$ cat src/rtl/serial_adder_if.sv
// Handshake and operand/result bundle for the bit-serial adder/subtractor.
interface serial_adder_if #(
  parameter int unsigned WIDTH = 8
);
  logic             start;
  logic             mode;
  logic [WIDTH-1:0] a;
  logic [WIDTH-1:0] b;
  logic             cin;
  logic             busy;
  logic             done;
  logic [WIDTH-1:0] s;
  logic             cout;
  logic             ovf;

  modport master (
    output start, mode, a, b, cin,
    input  busy, done, s, cout, ovf
  );

  modport slave (
    input  start, mode, a, b, cin,
    output busy, done, s, cout, ovf
  );
endinterface

$ cat src/rtl/serial_adder.sv
// Bit-serial adder/subtractor: one full-adder cell plus a carry flop, LSB first,
// with a start/busy/done handshake and result registers that hold between operations.
module serial_adder #(
  parameter int unsigned WIDTH = 8
) (
  input  logic          clk,
  input  logic          rst,
  serial_adder_if.slave bus
);

  localparam int unsigned CNT_W = (WIDTH > 1) ? $clog2(WIDTH) : 1;

  typedef enum logic [1:0] {
    S_IDLE  = 2'd0,
    S_SHIFT = 2'd1,
    S_DONE  = 2'd2
  } state_e;

  state_e             state_q, state_d;
  logic [WIDTH-1:0]   a_q, a_d;
  logic [WIDTH-1:0]   b_q, b_d;
  logic [WIDTH-1:0]   sum_q, sum_d;
  logic               carry_q, carry_d;
  logic               cmsb_q, cmsb_d;
  logic [CNT_W-1:0]   cnt_q, cnt_d;
  logic [WIDTH-1:0]   s_q, s_d;
  logic               cout_q, cout_d;
  logic               ovf_q, ovf_d;
  logic               busy_q, busy_d;
  logic               done_q, done_d;

  logic sum_bit;
  logic carry_nxt;
  logic accept;

  assign sum_bit   = a_q[0] ^ b_q[0] ^ carry_q;
  assign carry_nxt = (a_q[0] & b_q[0]) | (a_q[0] & carry_q) | (b_q[0] & carry_q);
  assign accept    = bus.start && (state_q != S_SHIFT);

  // Next-state, datapath and output computation
  always_comb begin
    state_d = state_q;
    a_d     = a_q;
    b_d     = b_q;
    sum_d   = sum_q;
    carry_d = carry_q;
    cmsb_d  = cmsb_q;
    cnt_d   = cnt_q;
    s_d     = s_q;
    cout_d  = cout_q;
    ovf_d   = ovf_q;
    busy_d  = (state_q == S_SHIFT);
    done_d  = (state_q == S_DONE);

    // Results publish only while leaving DONE, so partial sums are never visible
    if (state_q == S_DONE) begin
      s_d    = sum_q;
      cout_d = carry_q;
      ovf_d  = carry_q ^ cmsb_q;
    end

    case (state_q)
      S_IDLE, S_DONE: begin
        if (accept) begin
          a_d     = bus.a;
          b_d     = bus.mode ? ~bus.b : bus.b;
          carry_d = bus.mode ? 1'b1 : bus.cin;
          cnt_d   = '0;
          state_d = S_SHIFT;
        end else begin
          state_d = S_IDLE;
        end
      end
      S_SHIFT: begin
        sum_d   = {sum_bit, sum_q[WIDTH-1:1]};
        carry_d = carry_nxt;
        a_d     = a_q >> 1;
        b_d     = b_q >> 1;
        cnt_d   = cnt_q + CNT_W'(1);
        if (cnt_q == CNT_W'(WIDTH - 1)) begin
          cmsb_d  = carry_q;
          state_d = S_DONE;
        end
      end
      default: state_d = S_IDLE;
    endcase
  end

  always_ff @(posedge clk) begin
    if (rst) begin
      state_q <= S_IDLE;
      a_q     <= '0;
      b_q     <= '0;
      sum_q   <= '0;
      carry_q <= 1'b0;
      cmsb_q  <= 1'b0;
      cnt_q   <= '0;
      s_q     <= '0;
      cout_q  <= 1'b0;
      ovf_q   <= 1'b0;
      busy_q  <= 1'b0;
      done_q  <= 1'b0;
    end else begin
      state_q <= state_d;
      a_q     <= a_d;
      b_q     <= b_d;
      sum_q   <= sum_d;
      carry_q <= carry_d;
      cmsb_q  <= cmsb_d;
      cnt_q   <= cnt_d;
      s_q     <= s_d;
      cout_q  <= cout_d;
      ovf_q   <= ovf_d;
      busy_q  <= busy_d;
      done_q  <= done_d;
    end
  end

  assign bus.busy = busy_q;
  assign bus.done = done_q;
  assign bus.s    = s_q;
  assign bus.cout = cout_q;
  assign bus.ovf  = ovf_q;

endmodule

$ cat src/flat_wrapper.sv
// flat-port wrapper written by rule: the top's interface ports become plain ports
module serial_adder_flat 
#(
  parameter int unsigned WIDTH = 8
)
  (clk, rst, bus_start, bus_mode, bus_a, bus_b, bus_cin, bus_busy, bus_done, bus_s, bus_cout, bus_ovf);
  serial_adder_if #(.WIDTH(WIDTH)) bus_i ();
  input  logic clk;
  input  logic rst;
  input wire logic [$bits(bus_i.start)-1:0] bus_start;
  input wire logic [$bits(bus_i.mode)-1:0] bus_mode;
  input wire logic [$bits(bus_i.a)-1:0] bus_a;
  input wire logic [$bits(bus_i.b)-1:0] bus_b;
  input wire logic [$bits(bus_i.cin)-1:0] bus_cin;
  output wire logic [$bits(bus_i.busy)-1:0] bus_busy;
  output wire logic [$bits(bus_i.done)-1:0] bus_done;
  output wire logic [$bits(bus_i.s)-1:0] bus_s;
  output wire logic [$bits(bus_i.cout)-1:0] bus_cout;
  output wire logic [$bits(bus_i.ovf)-1:0] bus_ovf;
  assign bus_i.start = bus_start;
  assign bus_i.mode = bus_mode;
  assign bus_i.a = bus_a;
  assign bus_i.b = bus_b;
  assign bus_i.cin = bus_cin;
  assign bus_busy = bus_i.busy;
  assign bus_done = bus_i.done;
  assign bus_s = bus_i.s;
  assign bus_cout = bus_i.cout;
  assign bus_ovf = bus_i.ovf;
  serial_adder #(.WIDTH(WIDTH)) u_core (.clk(clk), .rst(rst), .bus(bus_i));
endmodule
$ cat config.mk
export PLATFORM = sky130hd
export DESIGN_NAME = serial_adder_flat
export DESIGN_NICKNAME = d
export VERILOG_FILES = /design/src/rtl/serial_adder_if.sv /design/src/rtl/serial_adder.sv /design/src/flat_wrapper.sv
export SDC_FILE = /design/constraint.sdc
export NUM_CORES = 1
export LEC_CHECK = 0
export ABC_AREA = 1
export CAP_MARGIN = 20
export CORE_MARGIN = 5
export CORE_UTILIZATION = 35
export CTS_CLUSTER_DIAMETER = 80
export CTS_CLUSTER_SIZE = 16
export DETAILED_ROUTE_END_ITERATION = 8
export MAX_ROUTING_LAYER = met4
export PLACE_DENSITY = 0.61
export SYNTH_ARGS = -nofsm -noshare
export SYNTH_HDL_FRONTEND = slang
export SYNTH_SLANG_ARGS = --single-unit
$ cat constraint.sdc
create_clock -name clk -period 1.15 [get_ports clk]
set_clock_uncertainty 0.2 [all_clocks]
set_input_delay 0.1725 -clock clk [delete_from_list [all_inputs] [get_ports clk]]
set_output_delay 0.1725 -clock clk [all_outputs]
set_load 0.1 [all_outputs]
==> impl_results.md, run 1 <==
* Post-Synth XOR/XNOR Area at 0.475%
* Via count at approximately 1700
* Top cells by area, synth: dfxtp_1, nand2_1, nor2_1
* DR WL/cell at 10.2 µm
* VDD IR max at 0.000608 V
* Initial antenna violation count at 0
* Die width at about 83 µm
* Die Y-Extent at 82.6 µm
* Worst Path Required at 1180 ps
* Crit path kind: reg -> reg
* Routed Antenna Nets at 0
* TritonCTS clock tree: yes
* Critical Path End Type: flip-flop
* Global route hottest layer: met2
* Setup-failing EPs final at 52
* Adder-cell share of the synthesized area at 2.44%
* Vias in the first global route at 1541
* H-tree level count at 2
* Leak Pwr at 1.29 nW
* Failing checks: negative setup slack
* Critical R2R Capture: u_core.a_q[4]$_SDFFE_PP0P_
* Fin util at 55.7%
* Via/cell ratio at ~4.4
* Register-to-Register Setup Slack at -160 ps
* Hold path startpoint: bus_a[7]
* Fmax at between 0.7 and 0.8 GHz
* Switching share of power at 27.0%
* Cell Pwr Density at 1220 nW/µm²
* Syn Nets at 285
* Register bit count reported by yosys at 43
* Synth warnings at 0
* Area fraction of the dominant cell type after synthesis at between 40% and 50%
* Post-synth top area cell: dfxtp_1
* Fill count at around 480
* Met1 Resource Use GR at 15.8%
* Placed cell area at 2610 µm²
* Clock latency on the worst-skew pair at 290 ps
* Pwr Total at approximately 3.5 mW
* WHS Path Cells at 3
* Nets at 339
* Critical path arrival at 1340 ps
* Crit-path max FO at 7
* Setup ws final at -159 ps
* Starting Density at 36.1%
* CTS hold repair buffers at 0
* Initial DRC count at 63
* Remaining Overflow, GRT at 0
* Post-route design area at 2840 µm²
* Combinational power share at between 10% and 20%
* Post-synthesis mux area share at 0%
* Met2 Track Usage GR at 21.7%
* Simple-gate area share of the yosys netlist at 31.4%
* Total CTS buffers at 5
* Synth Instances at roughly 260
* Least-Margin Pin Slew at approximately 290 ps
* Area Growth Syn to Fin at 54.1%
* WL final at between 3 and 4 mm
* CORE AREA at 5110 µm²
* Hold slack final at 235 ps
* Slew Limit Fails at 0
* Clock buffer depth at 2
* Ant. Diodes at 0
* Die Area at about 6800 µm²
* Pint at 2.54 mW
* Post-synthesis compound-gate area fraction at 9.29%
* Met3 usage in global routing at roughly 2.9%
* Synthesized area per cell at 7.07 µm²
* Total track usage at 13.1%
* Clk network pwr share at 34.5%
* Outcome: finished with violations
* Post-synth cell types at 23
* Reg clk slew, reported paths at about 90 ps
* Sequential share of power at 47.1%
* Gpl congestion at 0.731
* First-pass GRT wire length at 6.72 mm
* Startpoint Class: flip-flop
* DR pass1 iterations at 5
* Part of the cycle the worst path needs at 114%
* Number of port buffers at 32
* Worst R2R Path Depth at 7
* Largest family of logic cells by synthesized area: simple AND/OR/NAND/NOR gates
* Post-synthesis cell area at 1850 µm²
* Row count at 26
* Share of layout cells above drive strength 1 at between 30% and 40%
* DP HPWL at 2.90 mm
* Min-delay worst type: in -> reg
* Sink Count at 43
* Final-report hold violation count at 0
* Max Cap Viol at 0
* Min Clock Period, post-route at 1310 ps
* # IOs at 33
* R2R Path Start: u_core.state_q[0]$_SDFFE_PP0P_
* Net Switching at 0.937 mW
* Hold endpoint: u_core.a_q[7]$_SDFFE_PP0P_
* Largest net degree at the start of global routing at 21
* Drc violations at 0
* Root Buffer: clkbuf_8
* Slew headroom at between 80% and 90%
* RSZ-0062 raised after global routing: true
* Seq/Total Area, Yosys at ~47%
[critical path, stage by stage (launching register included)]
cell	delay [ps]
dfxtp_4	410
inv_4	60
nor2_4	140
buf_6	170
nand2_2	50
nand2_1	50
inv_1	40
a21oi_2	110
[cell families after synthesis]
| kind of cell | after synthesis |
|---|---|
| AOI/OAI and AO/OA | 34 |
| buffers and inverters | 42 |
| and+or+nand+nor | 138 |
| xor gates and xnor gates | 1 |
| adders and majority gates | 3 |
| DFF | 43 |
[cells in the final DEF (no fill, tap or decap), types with 3 or more instances in the layout]
cell / instances
nand3_1: 24
nand2_2: 9
o21ai_1: 6
dfxtp_2: 8
nor2_4: 3
inv_4: 3
buf_12: 15
clkbuf_8: 5
o21ai_0: 14
dfxtp_4: 11
nand2_4: 3
inv_1: 24
dfxtp_1: 24
nand2_1: 58
a21oi_1: 7
nor2_1: 38
a21oi_2: 5
clkdlybuf4s50_1: 18
buf_6: 5
buf_4: 18
[synthesized netlist by cell type, drive strengths merged]
library cell	n
clkbuf	4
or2	1
dfxtp	43
xnor2	1
buf	7
o22ai	1
fa	1
clkinv	1
inv	30
a21oi	12
nand2	70
ha	2
nand3	24
nor3	1
nor2	42
o21ai	21
[area by class of cell]
type | instances | area (µm²) | share of cell area [%]
sequential | 43 | 912 | 32.1
multi-input combinational | 176 | 902 | 31.7
timing repair buffer | 58 | 689 | 24.2
inverter | 31 | 136 | 4.80
tap | 70 | 87.6 | 3.08
clock buffer | 5 | 68.8 | 2.42
clock inverter | 3 | 47.5 | 1.67
[worst max path at each step]
stage | to | from | depth (start not counted) | slack (ps)
CTS | u_core.carry_q$_SDFFE_PP0P_ | u_core.carry_q$_SDFFE_PP0P_ | 5 | -150
global placement | u_core.b_q[0]$_SDFFE_PP0P_ | bus_mode | 7 | -440
global route | u_core.a_q[1]$_SDFFE_PP0P_ | u_core.state_q[0]$_SDFFE_PP0P_ | 7 | -230
detailed placement | u_core.b_q[0]$_SDFFE_PP0P_ | bus_mode | 7 | -490
floorplan | u_core.sum_q[7]$_SDFFE_PP0N_ | u_core.a_q[0]$_SDFFE_PP0P_ | 3 | -90
finish | u_core.a_q[4]$_SDFFE_PP0P_ | u_core.state_q[0]$_SDFFE_PP0P_ | 7 | -160
[layer usage]
layer / part of all wire, % / wire [µm]
met1: 46 / 1810
met2: 49 / 1910
met3: 4.2 / 167
met4: 1.1 / 45
met5: 0 / 0
[what timing repair did]
item | in CTS | in global routing
pin swaps | 7 | 5
resized for setup | 17 | 21
setup buffers | 1 | 2
endpoints found under the setup margin | 53 | 54
[sequential cells by signal (all words and copies together) (netlist names)]
| register | cells |
|---|---|
| u_core.bus.cout | 1 |
| u_core.sum_q | 8 |
| u_core.cmsb_q | 1 |
| u_core.bus.s | 8 |
| u_core.cnt_q | 3 |
| u_core.carry_q | 1 |
| u_core.bus.ovf | 1 |
| u_core.b_q | 8 |
| u_core.bus.done | 1 |
| u_core.bus.busy | 1 |
| u_core.a_q | 8 |
| u_core.state_q | 2 |
[power groups by stage]
stage / clock [mW] / combinational [mW] / sequential [mW]
after floorplan: 0 / 0.338 / 1.67
after global placement: 0 / 0.582 / 1.66
after detailed placement: 0 / 0.589 / 1.66
after CTS: 1.24 / 0.610 / 1.63
after global routing: 1.32 / 0.718 / 1.65
final: 1.20 / 0.640 / 1.63
[metrics by stage]
step           setup TNS, ps  std cells  setup slack [ps]
2_1_floorplan           -719        261             -89.5
3_3_place_gp          -11990        375              -442
3_5_place_dp          -12910        375              -485
4_1_cts                -4460        384              -150
5_1_grt                -6800        386              -233
6_report               -3630        386              -159
(Power assumes the default switching activity.)
==> run 2, diff against run 1 <==
--- a/config.mk
+++ b/config.mk
@@ -7,13 +7,13 @@
 export LEC_CHECK = 0
 export ABC_AREA = 1
 export CAP_MARGIN = 20
-export CORE_MARGIN = 5
-export CORE_UTILIZATION = 35
+export CORE_MARGIN = 2
+export CORE_UTILIZATION = 46
 export CTS_CLUSTER_DIAMETER = 80
 export CTS_CLUSTER_SIZE = 16
 export DETAILED_ROUTE_END_ITERATION = 8
 export MAX_ROUTING_LAYER = met4
-export PLACE_DENSITY = 0.61
+export PLACE_DENSITY = 0.76
 export SYNTH_ARGS = -nofsm -noshare
 export SYNTH_HDL_FRONTEND = slang
 export SYNTH_SLANG_ARGS = --single-unit
==> constraint.sdc (replaced) <==
create_clock -name clk -period 1.2 [get_ports clk]
set_clock_uncertainty 0.2 [all_clocks]
set_input_delay 0.18 -clock clk [delete_from_list [all_inputs] [get_ports clk]]
set_output_delay 0.18 -clock clk [all_outputs]
set_load 0.1 [all_outputs]
==> impl_results.md, run 2 (synthesis results as in run 1) <==
* Worst R2R Path Depth at 7 (unchanged)
* Outcome: finished with violations (unchanged)
* Min-delay worst type: in -> reg (unchanged)
* Worst Path Required at 1240 ps (was 1180 ps)
* Via/cell ratio at 4.76 (was 4.37)
* H-tree level count at 2 (unchanged)
* Share of layout cells above drive strength 1 at 26.0% (was 31.3%)
* Least-Margin Pin Slew at 207 ps (was 292 ps)
* Critical Path End Type: flip-flop (unchanged)
* Critical R2R Capture: u_core.a_q[1]$_SDFFE_PP0P_ (was u_core.a_q[4]$_SDFFE_PP0P_)
* DR pass1 iterations at 4 (was 5)
* Slew headroom at 86.2% (was 80.5%)
* Routed Antenna Nets at 0 (unchanged)
* Most frequent cells in the layout: nand2_1, nor2_1, inv_1, nand3_1, dfxtp_1 (unchanged)
* Clock latency on the worst-skew pair at 300 ps (was 290 ps)
* Critical Path Sink: u_core.a_q[1]$_SDFFE_PP0P_ (was u_core.a_q[4]$_SDFFE_PP0P_)
* Number of port buffers at 32 (unchanged)
* CORE AREA at 3940 µm² (was 5110 µm²)
* Fmax at 0.778 GHz (was 0.764 GHz)
* CTS hold repair buffers at 0 (unchanged)
* Via count at 1719 (was 1688)
* Setup ws final at -84.7 ps (was -159 ps)
* Leak Pwr at 1.24 nW (was 1.29 nW)
* WL final at 3.88 mm (was 3.93 mm)
* Max Cap Viol at 0 (unchanged)
* Nets at 334 (was 339)
* Total CTS buffers at 5 (unchanged)
* Starting Density at 46.8% (was 36.1%)
* CP Launch Point: u_core.state_q[0]$_SDFFE_PP0P_ (unchanged)
* Drc violations at 0 (unchanged)
* Reg clk slew, reported paths at 80 ps (was 90 ps)
* Hold path startpoint: bus_a[7] (unchanged)
* Clock buffer depth at 2 (unchanged)
* Failing checks: negative setup slack (unchanged)
* Setup WS pre-CTS at -395 ps (was -485 ps)
* Die Area at 4530 µm² (was 6830 µm²)
* First-pass GRT wire length at 6.56 mm (was 6.72 mm)
* DR WL/cell at 10.7 µm (was 10.2 µm)
* Post-route design area at 2680 µm² (was 2840 µm²)
* Fill count at 317 (was 484)
* VDD IR max at 0.000744 V (was 0.000608 V)
* Crit path kind: reg -> reg (unchanged)
* Critical path arrival at 1320 ps (was 1340 ps)
* # IOs at 33 (unchanged)
* Area Growth Syn to Fin at 45.3% (was 54.1%)
* Total track usage at 19.8% (was 13.1%)
* Row count at 23 (was 26)
* RSZ-0062 raised after global routing: true (unchanged)
* Initial antenna violation count at 0 (unchanged)
* Placed cell area at 2500 µm² (was 2610 µm²)
* Sink Count at 43 (unchanged)
* Gpl congestion at 0.817 (was 0.731)
* DP HPWL at 2.64 mm (was 2.90 mm)
* Setup-failing EPs final at 34 (was 52)
* Fin util at 68.0% (was 55.7%)
* Cell Pwr Density at 1140 nW/µm² (was 1220 nW/µm²)
* Crit-path max FO at 16 (was 7)
* Setup total negative slack at -1060 ps (was -3630 ps)
* Initial DRC count at 117 (was 63)
* Startpoint Class: flip-flop (unchanged)
* Die Y-Extent at 67.3 µm (was 82.6 µm)
* Remaining Overflow, GRT at 0 (unchanged)
* Ant. Diodes at 0 (unchanged)
* Die width at 67.3 µm (was 82.6 µm)
* Slew Limit Fails at 0 (unchanged)
* Final-report hold violation count at 0 (unchanged)
* Root Buffer: clkbuf_8 (unchanged)
* Part of the cycle the worst path needs at 107% (was 114%)
* Min Clock Period, post-route at 1280 ps (was 1310 ps)
* Register-to-Register Setup Slack at -80 ps (was -160 ps)
* Commonest non-fill, non-tap cell in the layout: nand2_1 (unchanged)
* Vias in the first global route at 1540 (was 1541)
* TritonCTS clock tree: yes (unchanged)
* R2R Path Start: u_core.state_q[0]$_SDFFE_PP0P_ (unchanged)
* Largest net degree at the start of global routing at 27 (was 21)
[run 2: cell types whose count changed in the layout (fill, tap and decap cells not counted), moves of 2 or more]
cell	previous run	this run
clkinv_4	2	0
a21oi_2	5	2
nand2_4	3	1
dfxtp_4	11	1
buf_4	18	12
inv_1	24	26
a21oi_1	7	10
nand2_1	58	66
clkbuf_1	0	2
dfxtp_2	8	18
nand2_2	9	3
[run 2: how the worst min path moves through the flow]
stage	to	slack, ps	cells after the start
floorplan	u_core.a_q[0]$_SDFFE_PP0P_	40	1
global placement	u_core.a_q[7]$_SDFFE_PP0P_	250	2
detailed placement	u_core.a_q[7]$_SDFFE_PP0P_	250	2
CTS	u_core.a_q[7]$_SDFFE_PP0P_	220	3
global route	u_core.a_q[7]$_SDFFE_PP0P_	260	3
finish	u_core.a_q[7]$_SDFFE_PP0P_	230	3
[run 2: area by class of cell]
class                   count  area, µm²  area share, %
clock buffers               7       76.3           2.85
multi-input cells         176        871           32.5
repair buffers             53        656           24.5
flip-flops and latches     43        887           33.1
well taps                  50       62.6           2.33
clock inverters             1       5.00          0.187
inverters                  31        124           4.62
[run 2: where the power goes]
part	switching (mW)	internal, mW
Clock	0.476	0.408
Sequential	0.0673	1.52
Combinational	0.301	0.288
Total	0.844	2.22
[run 2: repair_timing]
| action | CTS | global route |
|---|---|---|
| gates resized for setup | 12 | 17 |
| buffers inserted | 0 | 3 |
| pin swaps | 2 | 11 |
| endpoints found under the setup margin | 31 | 51 |
[run 2: stage by stage]
stage	power, mW	cells	hold slack (ps)
after floorplan	1.93	261	41.7
after global placement	2.14	350	248
after detailed placement	2.16	350	255
after CTS	3.05	358	222
after global routing	3.23	361	255
final	3.06	361	228
[run 2: routing by layer]
layer | vias to the layer above | part of all wire [%] | track usage [%]
li1 | 904 | - | -
met1 | 764 | 46 | 23.4
met2 | 41 | 47 | 32.7
met3 | 10 | 4.5 | 5.00
met4 | 0 | 2.2 | 6.89
met5 | - | 0 | -
[run 2: worst max-delay path: stages, from the launching register on]
cell,delay [ps]
dfxtp_4,400
inv_4,60
nor2_4,130
buf_12,150
nand2_1,70
nand2_1,70
inv_1,40
a21oi_1,100
==> run 3, diff against run 2 <==
--- a/config.mk
+++ b/config.mk
@@ -6,7 +6,6 @@
 export NUM_CORES = 1
 export LEC_CHECK = 0
 export ABC_AREA = 1
-export CAP_MARGIN = 20
 export CORE_MARGIN = 2
 export CORE_UTILIZATION = 46
 export CTS_CLUSTER_DIAMETER = 80
==> results of run 3 <==
No change in the layout: final DEF, timing and power equal those of run 2.
